<file path="config.mk">
export PLATFORM = sky130hd
export DESIGN_NAME = pwm_burst_gen
export DESIGN_NICKNAME = d
export VERILOG_FILES = /design/src/rtl/pwm_burst_gen.sv
export SDC_FILE = /design/constraint.sdc
export NUM_CORES = 1
export LEC_CHECK = 0
export BUFFER_PORTS_ARGS = -buffer_cell sky130_fd_sc_hd__clkbuf_2
export CORE_ASPECT_RATIO = 1.75
export CORE_MARGIN = 3
export CORE_UTILIZATION = 45
export CTS_CLUSTER_SIZE = 24
export DETAILED_ROUTE_END_ITERATION = 12
export HOLD_SLACK_MARGIN = 0.02
export PLACE_DENSITY = 0.67
export SLEW_MARGIN = 15
export SYNTH_ARGS = -nofsm -noshare
export SYNTH_HDL_FRONTEND = slang
export SYNTH_SLANG_ARGS = --single-unit
export TNS_END_PERCENT = 30
</file>
<file path="constraint.sdc">
create_clock -name clk -period 2 [get_ports clk]
set_input_delay 0.4 -clock clk [delete_from_list [all_inputs] [get_ports clk]]
set_output_delay 0.4 -clock clk [all_outputs]
set_load 0.02 [all_outputs]
</file>
<file path="src/rtl/pwm_burst_gen.sv">
// pwm_burst_gen: turns a free-running counter into a burst of PWM periods with boundary-synchronised duty updates
module pwm_burst_gen #(
    parameter int CNT_W   = 4,
    parameter int BURST_W = 8
) (
    input  logic               clk,
    input  logic               rst,
    input  logic [CNT_W-1:0]   cnt_in,
    input  logic               cfg_valid,
    output logic               cfg_ready,
    input  logic [CNT_W:0]     cfg_duty,
    input  logic               start,
    input  logic [BURST_W-1:0] bursts,
    input  logic               abort,
    output logic               pwm_out,
    output logic               period_end,
    output logic               busy,
    output logic               done
);
    typedef enum logic [1:0] {IDLE, ARM, RUN, DONE} state_t;
    state_t               state_q, state_d;
    logic [CNT_W:0]       active_duty_q, active_duty_d;
    logic [CNT_W:0]       pend_duty_q, pend_duty_d;
    logic                 pend_flag_q, pend_flag_d;
    logic [BURST_W-1:0]   remaining_q, remaining_d;
    logic                 pwm_q, pwm_d;
    logic                 period_end_q, period_end_d;
    logic                 boundary, xfer, in_burst, last, apply;
    assign boundary   = cnt_in == {CNT_W{1'b1}};
    assign in_burst   = state_q == ARM || state_q == RUN;
    assign xfer       = cfg_valid & cfg_ready;
    assign last       = remaining_q == BURST_W'(1);
    // A pending duty is applied at the boundary that keeps the burst running, never on the final one.
    assign apply      = ~abort & boundary & pend_flag_q & (state_q == ARM || (state_q == RUN && !last));
    assign cfg_ready  = ~pend_flag_q;
    assign busy       = state_q != IDLE;
    assign done       = state_q == DONE;
    assign pwm_out    = pwm_q;
    assign period_end = period_end_q;
    // Next-state, burst counting and duty bookkeeping
    always_comb begin
        state_d       = state_q;
        remaining_d   = remaining_q;
        period_end_d  = 1'b0;
        case (state_q)
            IDLE: if (start) begin
                state_d     = (bursts == '0) ? DONE : ARM;
                remaining_d = bursts;
            end
            ARM:  state_d = abort ? IDLE : boundary ? RUN : ARM;
            RUN:  if (abort) state_d = IDLE;
                  else if (boundary) begin
                      period_end_d = 1'b1;
                      remaining_d  = remaining_q - BURST_W'(1);
                      state_d      = last ? DONE : RUN;
                  end
            default: state_d = IDLE;
        endcase
        active_duty_d = apply ? pend_duty_q : (xfer & ~in_burst) ? cfg_duty : active_duty_q;
        pend_duty_d   = (xfer & in_burst) ? cfg_duty : pend_duty_q;
        pend_flag_d   = (abort & busy) ? 1'b0 : (xfer & in_burst) ? 1'b1 : apply ? 1'b0 : pend_flag_q;
        pwm_d         = (state_q == RUN) & ~abort & ({1'b0, cnt_in} < active_duty_q);
    end
    // State and output registers, cleared asynchronously so the drive pin drops at once
    always_ff @(posedge clk or posedge rst) begin
        if (rst) begin
            state_q       <= IDLE;
            active_duty_q <= '0;
            pend_duty_q   <= '0;
            pend_flag_q   <= 1'b0;
            remaining_q   <= '0;
            pwm_q         <= 1'b0;
            period_end_q  <= 1'b0;
        end else begin
            state_q       <= state_d;
            active_duty_q <= active_duty_d;
            pend_duty_q   <= pend_duty_d;
            pend_flag_q   <= pend_flag_d;
            remaining_q   <= remaining_d;
            pwm_q         <= pwm_d;
            period_end_q  <= period_end_d;
        end
    end
endmodule
</file>
==> results.ini <==
[run_status]
outcome=complete, no violations

[route]
drt_iter0_drc=32
drc=0
wirelength_um=3360
ant_nets=0
wl_per_cell_um=15.1
vias_per_cell=5.86
first_pass_iters=4
vias=1307

[grt]
grt_pass1_vias=1368
grt_pass1_wl_um=5770
grt-ovfl-total=0
grt_max_degree=24
grt_usage=0.188
antenna_found_initial=0

[yosys]
synth-seq-cells=23
synth_cell_types=39
syn_inst=148
yosys_warnings=0
seq_area_frac_synth=0.400
syn_nets=179
synth_area_um2=1440
syn_area_per_cell_um2=9.73

[timing]
worst_hold_slack_ps=135
setup_viol=0
rsz0062_at_grt=no
clock_skew_ps=2.45
worst_slew_pin_slew_ps=371
post-route-period-util=0.929
fin_crit_ps=1860
finalHoldViolations=0
fin_tns_setup_ps=0
fmax_mhz=538
slew_headroom=0.750
drv_slew=0

[clock_tree]
path_clk_slew_ps=80
htreeDepth=1
cts_tree=yes
clk_path_buf_depth=2
root_buffer=clkbuf_8
clk_latency_ps=260
cts_setup_buffers=0
cts-hold-fix-buffers=0
clock-sinks=23
cts_buffers=3

[setup_path]
startpoint_type=flip-flop
crit_path_end_kind=primary output
path_max_fanout=6
critPathArrivalTime_ps=1460
path_class=flip-flop to primary output
required_ps=1600

[final_layout]
syn2layout_area_growth_pct=19.1
fin_nets=213
diodes=0
drive_above_1_share=0.320

[placement]
dp_hpwl_um=2740
place.gp.congestion=0.844
io_buffers=26

[power]
powerDensity_nw_per_um2=1200
sw_frac_of_total=0.396
vdd_drop_max_mv=0.697
pwr-share-comb=0.450
p_int_uw=1240
p_switching_uw=814
p_clk_frac=0.140
p_leak_uw=0.000793
seqPwrFrac=0.410

[hold_path]
hold_path.class=input pin to async pin

[die]
start_util=0.481
core_region_area_um2=2990
io_pins=27
die-area_um2=3940
die_y_um=80.8
die_w_um=48.8
rows=26

[run]
maxCapViolCount=0

## power by group through the flow
stage                     logic, uW  registers (uW)  clock network, uW
after floorplan                 673             804                  0
after global placement          874             836                  0
after detailed placement        909             850                  0
after CTS                       913             839                297
after global routing           1040             871                321
final                           924             843                288
## logic make-up after synthesis
group                      Yosys count  share of synthesized area
adders and majority gates            9                     0.0782
muxes                               12                     0.0938
DFF                                 23                      0.400
AOI/OAI and AO/OA                   44                      0.215
buffers and inverters               17                     0.0443
and+or+nand+nor                     43                      0.169
## final timing paths
kind                                start          endpoint  slack (ps)  depth (start not counted)
min                                   rst    remaining_q[2]         130                          3
max                            state_q[0]              busy         140                          4
max reg2reg                    state_q[0]  active_duty_q[4]         150                          5
max in group asynchronous             rst    remaining_q[6]        1630                          3
min in group clk              cfg_duty[3]    pend_duty_q[3]         380                          2
min reg2reg                pend_duty_q[2]  active_duty_q[2]         510                          1
## placed cells by master (no fill, tap or decap), types with 2 or more instances in the layout
master     n
nand2b_1   5
dfrtp_1   23
a21oi_1   10
nand4_1    4
buf_4      5
o21ai_0   13
clkbuf_2  26
a22oi_1    2
clkbuf_8   3
a22o_1     2
inv_1     14
nor2_1    13
nor4_1     2
nand3_1    2
and3_1     2
mux2_2    12
a31oi_1    2
or2_2      2
ha_1       9
o22ai_1    4
nand2_1    5
## Yosys cell counts, drive strengths merged
library cell | instances | share of area
a211oi | 1 | 0.0052
a21o | 1 | 0.0052
a21oi | 10 | 0.035
a221oi | 1 | 0.0061
a22o | 2 | 0.012
a22oi | 2 | 0.010
a311oi | 1 | 0.0061
a31oi | 3 | 0.017
a41oi | 1 | 0.011
and2 | 1 | 0.0052
and3 | 2 | 0.0087
and3b | 1 | 0.0061
and4 | 1 | 0.0061
clkbuf | 2 | 0.0052
dfrtp | 23 | 0.40
ha | 9 | 0.078
inv | 15 | 0.039
mux2 | 12 | 0.094
nand2 | 5 | 0.013
nand2b | 5 | 0.022
nand3 | 2 | 0.0070
nand4 | 4 | 0.017
nor2 | 14 | 0.038
nor2b | 1 | 0.0043
nor3 | 2 | 0.015
nor3b | 1 | 0.0087
nor4 | 2 | 0.0087
o2111ai | 2 | 0.024
o21ai | 13 | 0.045
o22a | 2 | 0.013
o22ai | 4 | 0.017
o311a | 1 | 0.0070
or2 | 2 | 0.0087
## per-layer routing
layer,routed length (um),vias up,global-route usage,share of wire
met5,0,-,0,0
met2,1850,49,0.364,0.55
met4,136,0,0.120,0.041
li1,-,612,-,-
met3,129,18,0.0275,0.038
met1,1240,628,0.184,0.37
## metrics by stage
stage	instances	total power [uW]	worst slack, ps	area (um^2)	utilization
floorplan	148	1480	168	1440	-
global placement	219	1710	165	1650	0.552
detailed placement	219	1760	122	1650	0.552
CTS	223	2050	113	1700	0.567
global route	223	2240	43.9	1720	0.573
finish	223	2050	143	1720	0.573
## critical path, cell delays in order (launching register included)
cell,delay (ps)
dfrtp_1,400
inv_1,80
ha_1,280
inv_1,220
clkbuf_2,210
## state kept, by name (all words and copies together), names as in the netlist
signal / count
period_end: 1
remaining_q: 8
state_q: 2
pwm_out: 1
pend_duty_q: 5
active_duty_q: 5
pend_flag_q: 1
## cell type report
type / count / area [um^2]
clock buffers: 4 / 45.0
flip-flops and latches: 23 / 576
repair buffers: 31 / 168
inverters: 15 / 56.3
well taps: 42 / 52.6
fillers: 292 / 1280
multi-input cells: 108 / 818
## timing repair
| action | 4_1_cts | 5_1_grt |
|---|---|---|
| resized for setup | 0 | 3 |
| hold endpoints to repair | 0 | 0 |
| endpoints found under the setup margin | 0 | 8 |
Power figures use the tool's default switching activity.
